## src/rtl/corr_autoscale_cast_pkg.sv

```systemverilog
// Package: corr_cast_pkg
// Shared constants and helpers for the correlation-to-eigen cast stage.
//   I_OUT / W_TOP / CNT_WIDTH : values for the default 32.16 -> 16.15 cast
//   calc_w_top()              : input bit that lands on the output MSB
//   sat_limit()               : signed max/min pattern for an output width
package corr_cast_pkg;

  localparam int DEF_DIN_WIDTH  = 32;
  localparam int DEF_DIN_POINT  = 16;
  localparam int DEF_DOUT_WIDTH = 16;
  localparam int DEF_DOUT_POINT = 15;

  localparam int I_OUT     = DEF_DOUT_WIDTH - DEF_DOUT_POINT;
  localparam int W_TOP     = DEF_DIN_POINT + I_OUT - 1;
  localparam int CNT_WIDTH = $clog2(DEF_DIN_WIDTH);

  // Bit of the input word that becomes the output sign bit.
  function automatic int calc_w_top(input int din_point, input int dout_width,
                                    input int dout_point);
    return din_point + (dout_width - dout_point) - 1;
  endfunction

  // Most negative (neg=1) or most positive (neg=0) value of a signed
  // 'width'-bit word, in the low bits of the result.
  function automatic logic [63:0] sat_limit(input int width, input logic neg);
    logic [63:0] msb;
    msb = 64'd1 << (width - 1);
    return neg ? msb : (msb - 64'd1);
  endfunction

endpackage

```

## src/rtl/corr_autoscale_cast_sign_lead_count.sv

```systemverilog
// Module: sign_lead_count
// Combinational count of redundant sign bits in one signed word: the number
// of bits directly below the MSB that repeat the MSB. 0 and -1 both give
// DIN_WIDTH-1.
//   din : signed input word
//   cnt : redundant sign bit count
module sign_lead_count #(
  parameter int DIN_WIDTH = 32,
  parameter int CNT_WIDTH = $clog2(DIN_WIDTH)
) (
  input  logic [DIN_WIDTH-1:0] din,
  output logic [CNT_WIDTH-1:0] cnt
);

  logic run;

  always_comb begin
    cnt = '0;
    run = 1'b1;
    for (int i = DIN_WIDTH - 2; i >= 0; i--) begin
      if (run && (din[i] == din[DIN_WIDTH-1])) begin
        cnt = cnt + CNT_WIDTH'(1);
      end else begin
        run = 1'b0;
      end
    end
  end

endmodule

```

## src/rtl/corr_autoscale_cast.sv

```systemverilog
// Module: corr_autoscale_cast
// Block-exponent cast of PARALLEL correlation words into the eigen-solver
// input format. One right shift (manual, or the smallest shift that fits
// every channel) is applied to all channels of a sample so ratios survive;
// the result is truncated and saturated to DOUT_WIDTH.DOUT_POINT.
//   clk, rst_n               : clock, async active-low reset
//   din/din_valid/din_ready  : input sample (channel 0 in LSBs)
//   auto_en, shift_manual    : exponent mode / manual shift, taken with din
//   dout/dout_valid/dout_ready : cast sample
//   dout_shift               : shift applied; true value = dout * 2^dout_shift
//   ovf, ovf_clr             : sticky per-channel saturation flags / clear
//
// Handshake: a transfer happens on a clock edge where valid and ready are
// both high. The three stages S0 (capture), S1 (exponent) and S2 (cast)
// move together on en = ~dout_valid | dout_ready, and din_ready = en, so a
// stalled output holds dout/dout_shift/dout_valid and freezes the pipe.
// Bubbles travel through the pipe and are not squeezed out.
module corr_autoscale_cast
  import corr_cast_pkg::*;
#(
  parameter int PARALLEL    = 4,
  parameter int DIN_WIDTH   = 32,
  parameter int DIN_POINT   = 16,
  parameter int DOUT_WIDTH  = 16,
  parameter int DOUT_POINT  = 15,
  parameter int SHIFT_WIDTH = 5
) (
  input  logic                           clk,
  input  logic                           rst_n,
  input  logic [PARALLEL*DIN_WIDTH-1:0]  din,
  input  logic                           din_valid,
  output logic                           din_ready,
  input  logic                           auto_en,
  input  logic [SHIFT_WIDTH-1:0]         shift_manual,
  output logic [PARALLEL*DOUT_WIDTH-1:0] dout,
  output logic [SHIFT_WIDTH-1:0]         dout_shift,
  output logic                           dout_valid,
  input  logic                           dout_ready,
  output logic [PARALLEL-1:0]            ovf,
  input  logic                           ovf_clr
);

  localparam int TOP_BIT   = calc_w_top(DIN_POINT, DOUT_WIDTH, DOUT_POINT);
  // Extra right shift that drops the fraction bits the output cannot hold.
  localparam int FRAC_DROP = DIN_POINT - DOUT_POINT;
  localparam int CNT_W     = $clog2(DIN_WIDTH);
  localparam int SHIFT_MAX = (1 << SHIFT_WIDTH) - 1;

  logic en;
  assign en        = ~dout_valid | dout_ready;
  assign din_ready = en;

  // ---------------- S0: capture ----------------
  logic                          s0_valid;
  logic                          s0_auto;
  logic [PARALLEL*DIN_WIDTH-1:0] s0_din;
  logic [SHIFT_WIDTH-1:0]        s0_shift_manual;

  always_ff @(posedge clk or negedge rst_n) begin
    if (!rst_n) begin
      s0_valid        <= 1'b0;
      s0_auto         <= 1'b0;
      s0_din          <= '0;
      s0_shift_manual <= '0;
    end else if (en) begin
      s0_valid        <= din_valid;
      s0_auto         <= auto_en;
      s0_din          <= din;
      s0_shift_manual <= shift_manual;
    end
  end

  // ---------------- S1: exponent ----------------
  logic [CNT_W-1:0]       rsb [PARALLEL];
  logic [SHIFT_WIDTH-1:0] shift_auto;
  logic [SHIFT_WIDTH-1:0] shift_next;

  for (genvar k = 0; k < PARALLEL; k++) begin : g_slc
    sign_lead_count #(
      .DIN_WIDTH (DIN_WIDTH),
      .CNT_WIDTH (CNT_W)
    ) u_slc (
      .din (s0_din[k*DIN_WIDTH +: DIN_WIDTH]),
      .cnt (rsb[k])
    );
  end

  // Sign position t_k = DIN_WIDTH-1-r_k; each channel needs t_k-TOP_BIT
  // of right shift for its sign to land on the output MSB.
  always_comb begin
    int need;
    int worst;
    need  = 0;
    worst = 0;
    for (int k = 0; k < PARALLEL; k++) begin
      need = (DIN_WIDTH - 1 - int'(rsb[k])) - TOP_BIT;
      if (need > worst) worst = need;
    end
    if (worst > SHIFT_MAX) worst = SHIFT_MAX;
    shift_auto = SHIFT_WIDTH'(worst);
  end

  assign shift_next = s0_auto ? shift_auto : s0_shift_manual;

  logic                          s1_valid;
  logic [PARALLEL*DIN_WIDTH-1:0] s1_din;
  logic [SHIFT_WIDTH-1:0]        s1_shift;

  always_ff @(posedge clk or negedge rst_n) begin
    if (!rst_n) begin
      s1_valid <= 1'b0;
      s1_din   <= '0;
      s1_shift <= '0;
    end else if (en) begin
      s1_valid <= s0_valid;
      s1_din   <= s0_din;
      s1_shift <= shift_next;
    end
  end

  // ---------------- S2: shift, cast, saturate ----------------
  logic [PARALLEL*DOUT_WIDTH-1:0] cast_data;
  logic [PARALLEL-1:0]            cast_sat;

  // Shifting by s+FRAC_DROP puts the output word in the low DOUT_WIDTH
  // bits; it fits when everything from the output MSB upward is one sign.
  always_comb begin
    logic signed [DIN_WIDTH-1:0] y;
    y         = '0;
    cast_data = '0;
    cast_sat  = '0;
    for (int k = 0; k < PARALLEL; k++) begin
      y = $signed(s1_din[k*DIN_WIDTH +: DIN_WIDTH]) >>> (int'(s1_shift) + FRAC_DROP);
      if ((&y[DIN_WIDTH-1:DOUT_WIDTH-1]) | ~(|y[DIN_WIDTH-1:DOUT_WIDTH-1])) begin
        cast_data[k*DOUT_WIDTH +: DOUT_WIDTH] = y[DOUT_WIDTH-1:0];
      end else begin
        cast_data[k*DOUT_WIDTH +: DOUT_WIDTH] =
          DOUT_WIDTH'(sat_limit(DOUT_WIDTH, y[DIN_WIDTH-1]));
        cast_sat[k] = 1'b1;
      end
    end
  end

  always_ff @(posedge clk or negedge rst_n) begin
    if (!rst_n) begin
      dout_valid <= 1'b0;
      dout       <= '0;
      dout_shift <= '0;
    end else if (en) begin
      dout_valid <= s1_valid;
      dout       <= cast_data;
      dout_shift <= s1_shift;
    end
  end

  // A new saturation beats a simultaneous clear on the same channel.
  always_ff @(posedge clk or negedge rst_n) begin
    if (!rst_n) begin
      ovf <= '0;
    end else begin
      ovf <= (ovf & ~{PARALLEL{ovf_clr}}) | ((en && s1_valid) ? cast_sat : '0);
    end
  end

endmodule

```

## config.mk

```make
export PLATFORM = sky130hd
export DESIGN_NAME = corr_autoscale_cast
export DESIGN_NICKNAME = d
export VERILOG_FILES = /design/src/rtl/corr_autoscale_cast_pkg.sv /design/src/rtl/corr_autoscale_cast_sign_lead_count.sv /design/src/rtl/corr_autoscale_cast.sv
export SDC_FILE = /design/constraint.sdc
export NUM_CORES = 1
export LEC_CHECK = 0
export ABC_AREA = 1
export BUFFER_PORTS_ARGS = -buffer_cell sky130_fd_sc_hd__buf_4
export CORE_MARGIN = 5
export CORE_UTILIZATION = 29
export DETAILED_ROUTE_END_ITERATION = 8
export PLACE_DENSITY_LB_ADDON = 0.15
export REMOVE_ABC_BUFFERS = 1
export SLEW_MARGIN = 0
export SYNTH_ARGS = -nofsm -noshare
export SYNTH_HDL_FRONTEND = slang
export SYNTH_SLANG_ARGS = --single-unit
```

## constraint.sdc

```tcl
create_clock -name clk -period 18.4 [get_ports clk]
set_input_delay 3.68 -clock clk [delete_from_list [all_inputs] [get_ports clk]]
set_output_delay 3.68 -clock clk [all_outputs]
set_load 0.01 [all_outputs]
```

Word level (Yosys, flattened, before mapping):

Index checks and enable logic that the tools add are counted.
W data, S select, Z words.

* logic and storage cells: 678
* output and inout bits: 75
* input bits: 139
* register bits after elaboration: 343

* equality and inequality tests: 124
* multiplexer cells: 263
* bitwise gates (word level): 13
* reduce and logical (&&, ||, !) cells: 129
* add/sub/neg operators: 129
* shifts and indexed selects: 4
* magnitude comparators: 5

Operators by type and width (count)
* $mux W5: 122
* $add A5 B1 Y5 const B: 120
* $mux W1: 128
* $mux W16: 8
* $mux W32: 4
* $eq A1 B1 Y1: 124
* $logic_and A1 B1 Y1: 121
* $gt A7 B32 Y1: 3
* $sshr A32 B32 Y32: 3
* $reduce_and A17 Y1: 4
* $reduce_or A17 Y1: 4
* $gt A32 B6 Y1 const B: 1
* $sshr A32 B6 Y32: 1
* $sub A6 B6 Y7 const B: 4
* $sub A5 B5 Y6 const A: 4
* $gt A7 B1 Y1 const B: 1
* $add A5 B1 Y6 const B: 1
* $not A1 Y1: 5
* $or A1 B1 Y1: 5
* $and A4 B4 Y4: 1
* $mux W4: 1
* $not A4 Y4: 1
* $or A4 B4 Y4: 1

Depth between registers and ports, before layout:

* depth in word-level cells: 75
* depth in mapped cells: 129
* gate-level depth less buffers: 128

By module:

Synthesis repeated with hierarchy kept, for this count alone.

* cells, all modules: 5560
* area, all modules: 33672.3 sq um

Modules (own cells, without submodules)
* corr_autoscale_cast: area an instance 21095.2 sq um, instances 1, cells an instance 3148, seq. area each 8583.2 sq um
* sign_lead_count: area an instance 3144.3 sq um, instances 4, cells an instance 603, seq. area each 0.0 sq um

Least setup slack after synthesis:

OpenSTA, ideal clock, no wires.

* kind: reg-to-reg
* from: register s0_din[63]
* to: register s1_shift[2]
* data arrival time: 18.499 ns
* stages on the path, launching flop included: 125
* setup slack: -0.218 ns
* buffers on the path: 2
* library setup time: 0.120 ns
* data required time: 18.280 ns
* period minus slack after synthesis: 18.618 ns
* cells stage by stage: dfrtp_1 -> buf_6 -> buf_6 -> xor2_1 -> o21ai_0 -> inv_1 -> ha_1 -> o21ai_1 -> inv_1 -> ha_1 -> nand2_1 -> o21ai_0 -> ha_1 -> or2_1 -> nand2_1 -> inv_1 -> ha_1 -> nand2_1 -> [... 89 more ...] -> nand2_1 -> o21ai_0 -> o21ai_0 -> a31oi_1 -> nand2_1 -> and2_1 -> ha_1 -> nand2_1 -> inv_1 -> nand2_1 -> o2111ai_1 -> o21ai_0 -> a31oi_1 -> inv_1 -> o21ai_1 -> inv_1 -> nand2_1 -> a21oi_2

* word-level cells in the longest chain between the ends: 73
* elaborated cells between the ends (all ways): 163
* classes of those cells: add/sub: 32; order compare: 4; eq/ne: 31; mux: 66; reduce/logical: 30

Ends and longest elaborated chain
* start, declared: RTL line corr_autoscale_cast.sv:56 `logic [PARALLEL*DIN_WIDTH-1:0] s0_din;`
* start signal, assigned: RTL line corr_autoscale_cast.sv:68 `s0_din <= din;`
* $eq A1 B1 Y1: RTL line corr_autoscale_cast_sign_lead_count.sv:21 `if (run && (din[i] == din[DIN_WIDTH-1])) begin`
* $mux W1: RTL line corr_autoscale_cast_sign_lead_count.sv:21
* $add A5 B1 Y5 / $logic_and A1 B1 Y1 (equally long branches): RTL line corr_autoscale_cast_sign_lead_count.sv:22, corr_autoscale_cast_sign_lead_count.sv:21
* $mux W5 / $mux W1 (equally long branches): RTL line corr_autoscale_cast_sign_lead_count.sv:21
* $add A5 B1 Y5 / $logic_and A1 B1 Y1 (equally long branches): RTL line corr_autoscale_cast_sign_lead_count.sv:22, corr_autoscale_cast_sign_lead_count.sv:21
* $mux W5 / $mux W1 (equally long branches): RTL line corr_autoscale_cast_sign_lead_count.sv:21
* $add A5 B1 Y5 / $logic_and A1 B1 Y1 (equally long branches): RTL line corr_autoscale_cast_sign_lead_count.sv:22, corr_autoscale_cast_sign_lead_count.sv:21
* $mux W5 / $mux W1 (equally long branches): RTL line corr_autoscale_cast_sign_lead_count.sv:21
* [... 57 more ...]
* $mux W32 (*): RTL line corr_autoscale_cast.sv:97 `if (need > worst) worst = need;`
* $gt A7 B32 Y1: RTL line corr_autoscale_cast.sv:97
* $mux W32 (*): RTL line corr_autoscale_cast.sv:97
* $gt A7 B32 Y1: RTL line corr_autoscale_cast.sv:97
* $mux W32 (*): RTL line corr_autoscale_cast.sv:97
* $gt A32 B6 Y1: RTL line corr_autoscale_cast.sv:99 `if (worst > SHIFT_MAX) worst = SHIFT_MAX;`
* $mux W5 (*): RTL line corr_autoscale_cast.sv:99
* $mux W5 (*): RTL line corr_autoscale_cast.sv:103 `assign shift_next = s0_auto ? shift_auto : s0_shift_manual;`
* end signal, assigned: RTL line corr_autoscale_cast.sv:117 `s1_shift <= shift_next;`
* end, declared: RTL line corr_autoscale_cast.sv:107 `logic [SHIFT_WIDTH-1:0] s1_shift;`

Mark *: on every way between the ends. The rest lies on a longest branch, timed or not.
A chain may end at the register's enable or synchronous reset.

Final worst setup path:

* from: register s0_din[63]
* to: register s1_shift[0]

Same word-level chain as after synthesis.

==> impl_metrics.prom <==
# TYPE chip_impl_metric gauge
chip_impl_info{name="status",value="completed"} 1
chip_impl_metric{name="synthCells",unit=""} 4896
chip_impl_metric{name="power_leakage",unit="nW"} 19.9
chip_impl_metric{name="post_drt_wl_per_cell",unit="microns"} 15.4
chip_impl_metric{name="max_freq",unit="MHz"} 56.1
chip_impl_metric{name="netlist-cell-type-count",unit=""} 69
chip_impl_metric{name="first_global_vias",unit=""} 30400
chip_impl_info{name="synth_top_cell_by_area",value="sky130_fd_sc_hd__dfrtp_1"} 1
chip_impl_metric{name="synth_enable_flop_cells",unit=""} 0
chip_impl_metric{name="timing.clock.skew",unit="ps"} 21.9
chip_impl_metric{name="timing.reg2reg.setup_slack",unit="ps"} 570
chip_impl_info{name="hold_path_class",value="flip-flop to flip-flop"} 1
chip_impl_info{name="most_numerous_cell_types_in_the_synthesized_netlist",value="sky130_fd_sc_hd__nand2_1 (1522), sky130_fd_sc_hd__inv_1 (612), sky130_fd_sc_hd__o21ai_0 (558)"} 1
chip_impl_metric{name="io-pin-count",unit=""} 214
chip_impl_metric{name="totalWireLength",unit="microns"} 102000
chip_impl_metric{name="synth_largest_type_area_fraction",unit=""} 0.272
chip_impl_metric{name="dp_cells",unit=""} 6422
chip_impl_info{name="critical_path.reg2reg.endpoint",value="s1_shift[0]"} 1
chip_impl_metric{name="power.density_cell_area",unit="nW/um^2"} 184
chip_impl_info{name="hold_path_end",value="dout_valid"} 1
chip_impl_info{name="cts_tree",value="built"} 1
chip_impl_metric{name="final-seq-area",unit="sq um"} 8590
chip_impl_metric{name="clkSlewWorstSetupHoldPaths",unit="ps"} 60
chip_impl_metric{name="timing.reg2reg.worst_path_depth",unit=""} 132
chip_impl_metric{name="finalSetupViolCount",unit=""} 0
chip_impl_metric{name="finalMaxSlewViolations",unit=""} 0
chip_impl_metric{name="antenna_found_initial",unit=""} 5
chip_impl_metric{name="drt_first_pass_iters",unit=""} 5
chip_impl_metric{name="maximum_number_of_pins_on_one_net_before_global_route_repair",unit=""} 106
chip_impl_metric{name="detailed_place_hpwl",unit="microns"} 74400
chip_impl_metric{name="number_of_sinks_on_the_clock_net",unit=""} 343
chip_impl_metric{name="dieArea",unit="sq um"} 115000
chip_impl_metric{name="clock_tree.buffer_depth",unit=""} 3
chip_impl_metric{name="finalHoldViolCount",unit=""} 0
chip_impl_metric{name="ant_nets",unit=""} 0
chip_impl_metric{name="place.gp.congestion",unit=""} 0.859
chip_impl_metric{name="die_height",unit="microns"} 340
chip_impl_metric{name="port_buffers",unit=""} 213
chip_impl_info{name="netlist_top_cells_area",value="sky130_fd_sc_hd__dfrtp_1 (27%), sky130_fd_sc_hd__nand2_1 (18%), sky130_fd_sc_hd__o21ai_0 (8.9%), sky130_fd_sc_hd__inv_1 (7.3%), sky130_fd_sc_hd__ha_1 (5.1%)"} 1
chip_impl_metric{name="share_of_async_settable_or_async_resettable_flops_after_synthesis",unit=""} 1.00
chip_impl_metric{name="cts_htree_levels",unit=""} 2
chip_impl_metric{name="slew_headroom",unit=""} 0.217
chip_impl_metric{name="hold_depth",unit=""} 2
chip_impl_metric{name="seq_area_frac_synth",unit=""} 0.272
chip_impl_metric{name="first_drt_iteration_drcs",unit=""} 1551
chip_impl_metric{name="core.rowCount",unit=""} 121
chip_impl_info{name="r2r_start",value="s0_din[63]"} 1
chip_impl_info{name="critical-path-top-cell-by-count",value="sky130_fd_sc_hd__ha_4"} 1
chip_impl_metric{name="largest_stage_delay_worst_path",unit="ps"} 450
chip_impl_metric{name="period_minus_slack",unit="ps"} 17830
chip_impl_metric{name="timing.setup.tns",unit="ps"} 0
chip_impl_metric{name="start_util",unit=""} 0.291
chip_impl_metric{name="drt_drc_violations_left",unit=""} 0
chip_impl_metric{name="tritoncts.num_buffers",unit=""} 48
chip_impl_metric{name="filler_cell_count",unit=""} 11800
chip_impl_metric{name="core",unit="sq um"} 108000
chip_impl_metric{name="synth-seq-cells",unit=""} 343
chip_impl_metric{name="tightest_slew",unit="ps"} 1170
chip_impl_metric{name="multi_input_area",unit="sq um"} 20800
chip_impl_info{name="critPathLaunchType",value="flip-flop"} 1
chip_impl_info{name="synth_top_flop_cell",value="sky130_fd_sc_hd__dfrtp_1"} 1
chip_impl_metric{name="cts_hold_buffers",unit=""} 0
chip_impl_metric{name="drv.max_cap_violation_count",unit=""} 0
chip_impl_info{name="synthMostInstantiatedCell",value="sky130_fd_sc_hd__nand2_1"} 1
chip_impl_metric{name="grt_overflow_total",unit=""} 0
chip_impl_metric{name="vias_per_cell",unit=""} 4.71
chip_impl_info{name="ctsRootBufferMaster",value="sky130_fd_sc_hd__clkbuf_16"} 1
chip_impl_info{name="timing.critical_path.to_type",value="flip-flop"} 1
chip_impl_metric{name="grt_first_pass_wirelength",unit="microns"} 161000
chip_impl_metric{name="synth_warnings",unit=""} 0
chip_impl_metric{name="period_share",unit=""} 0.969
chip_impl_metric{name="area_delta_synth_final",unit="%"} 22.8
chip_impl_metric{name="insertedDiodeCount",unit=""} 0
chip_impl_info{name="hold_start",value="s1_valid"} 1
chip_impl_metric{name="irDropWorstVdd",unit="V"} 0.000110
chip_impl_metric{name="syn-cell-area",unit="sq um"} 31500
chip_impl_metric{name="maximum_net_fanout_on_the_critical_path",unit=""} 6
chip_impl_metric{name="final_layout_size_suffix_gt1_frac",unit=""} 0.207
chip_impl_metric{name="die_width",unit="microns"} 340
chip_impl_metric{name="finish.net_count",unit=""} 5458
chip_impl_metric{name="synth_area_per_cell",unit="sq um"} 6.44
chip_impl_info{name="critical-path-slowest-cell",value="sky130_fd_sc_hd__dfrtp_2"} 1
chip_impl_metric{name="overall_via_count_from_detail_route",unit=""} 31300
chip_impl_info{name="critical_path_class",value="flip-flop to flip-flop"} 1
chip_impl_metric{name="worst-endpoint-required",unit="ps"} 18920
chip_impl_metric{name="clk_lat_worst_skew",unit="ps"} 600
chip_impl_metric{name="cp.arrival",unit="ps"} 18360
chip_impl_metric{name="layout.cells.non_filler",unit=""} 6641
chip_impl_metric{name="grt_usage",unit=""} 0.170
==> timing repair <==
| action | 4_1_cts | 5_1_grt |
|---|---|---|
| resized for setup | 46 | 210 |
| pin swaps | 48 | 133 |
| buffers inserted | 95 | 46 |
| endpoints found under the setup margin | 5 | 5 |
| endpoints found under the hold margin | 0 | 0 |
==> worst max-delay path by stage <==
stage	start	to	slack (ps)	cells past startpoint
CTS	s0_din[63]	s1_shift[2]	-100	129
finish	s0_din[63]	s1_shift[0]	570	132
global placement	s0_din[63]	s1_shift[2]	-770	127
global route	s0_din[63]	s1_shift[1]	-200	132
floorplan	dout_ready	din_ready	-6870	2
detailed placement	s0_din[63]	s1_shift[2]	-980	127
==> critical path, delay by kind of cell, from the launching register on <==
family	cells	cell delay [ps]
xor+xnor	1	210
buf+inv	30	2690
simple gates	58	5480
fa+ha+maj	28	7040
flops	1	450
compound gates	15	1870
==> flip-flops by register name, indices dropped and copies added, names as in the netlist <==
signal           cells
s0_din             128
s1_din             128
dout                64
dout_shift           5
s0_shift_manual      5
s1_shift             5
ovf                  4
dout_valid           1
s0_auto              1
s0_valid             1
s1_valid             1
==> per-layer routing <==
metal / vias to the layer above / wire [microns] / GRT usage
li1: 16300 / - / -
met1: 14300 / 49100 / 0.232
met2: 438 / 46200 / 0.282
met3: 132 / 4520 / 0.0303
met4: 4 / 2330 / 0.0380
met5: - / 26 / 0
==> layout make-up <==
cell class	instances	share of cell area
Multi-Input combinational cell	3686	0.536
Sequential cell	343	0.222
Clock inverter	19	0.00679
Timing Repair Buffer	441	0.0868
Inverter	671	0.0663
Tap cell	1414	0.0457
Clock buffer	67	0.0365
==> logic make-up (layout without fill, tap and decap cells) <==
logic type | count (synthesis) | count (layout) | share of synthesized area
and+or+nand+nor | 2472 | 2472 | 0.351
AOI/OAI and AO/OA | 894 | 894 | 0.158
buffers and inverters | 867 | 1198 | 0.107
DFF | 343 | 343 | 0.272
adders and majority gates | 128 | 128 | 0.0508
muxes | 121 | 121 | 0.0384
xor gates and xnor gates | 70 | 70 | 0.0225
other | 1 | 1 | 0.000119
==> layout by cell type (no fill, tap or decap), drive strengths merged, types with 26 or more instances in the layout <==
cell / synthesis / final
xor2: 35 / 35
a21oi: 161 / 161
ha: 128 / 128
nand4: 46 / 46
dfrtp: 343 / 343
o211ai: 56 / 56
or2: 36 / 36
clkbuf: 159 / 67
nand3: 279 / 279
buf: 37 / 441
nand2: 1669 / 1669
nor2: 358 / 358
xnor2: 35 / 35
mux2i: 121 / 121
o21ai: 584 / 584
nor3: 26 / 26
inv: 662 / 662
==> metrics by stage <==
| step | utilization | hold WS, ps | cell area, sq um | power, W | setup WS [ps] |
|---|---|---|---|---|---|
| after detailed placement | 0.322 | 468 | 34900 | 0.00561 | -983 |
| after global placement | 0.322 | 464 | 34900 | 0.00561 | -765 |
| after global routing | 0.357 | 484 | 38700 | 0.00785 | -202 |
| after CTS | 0.345 | 472 | 37400 | 0.00686 | -95.7 |
| final | 0.357 | 470 | 38700 | 0.00712 | 566 |
| after floorplan | - | 444 | 30700 | 0.00420 | -6870 |
==> report_power, final <==
group	total, W	internal (W)	switching (W)
clock	0.00101	0.000618	0.000388
sequential	0.00126	0.00102	0.000232
combinational	0.00486	0.00182	0.00305
Power figures use the tool's default switching activity.
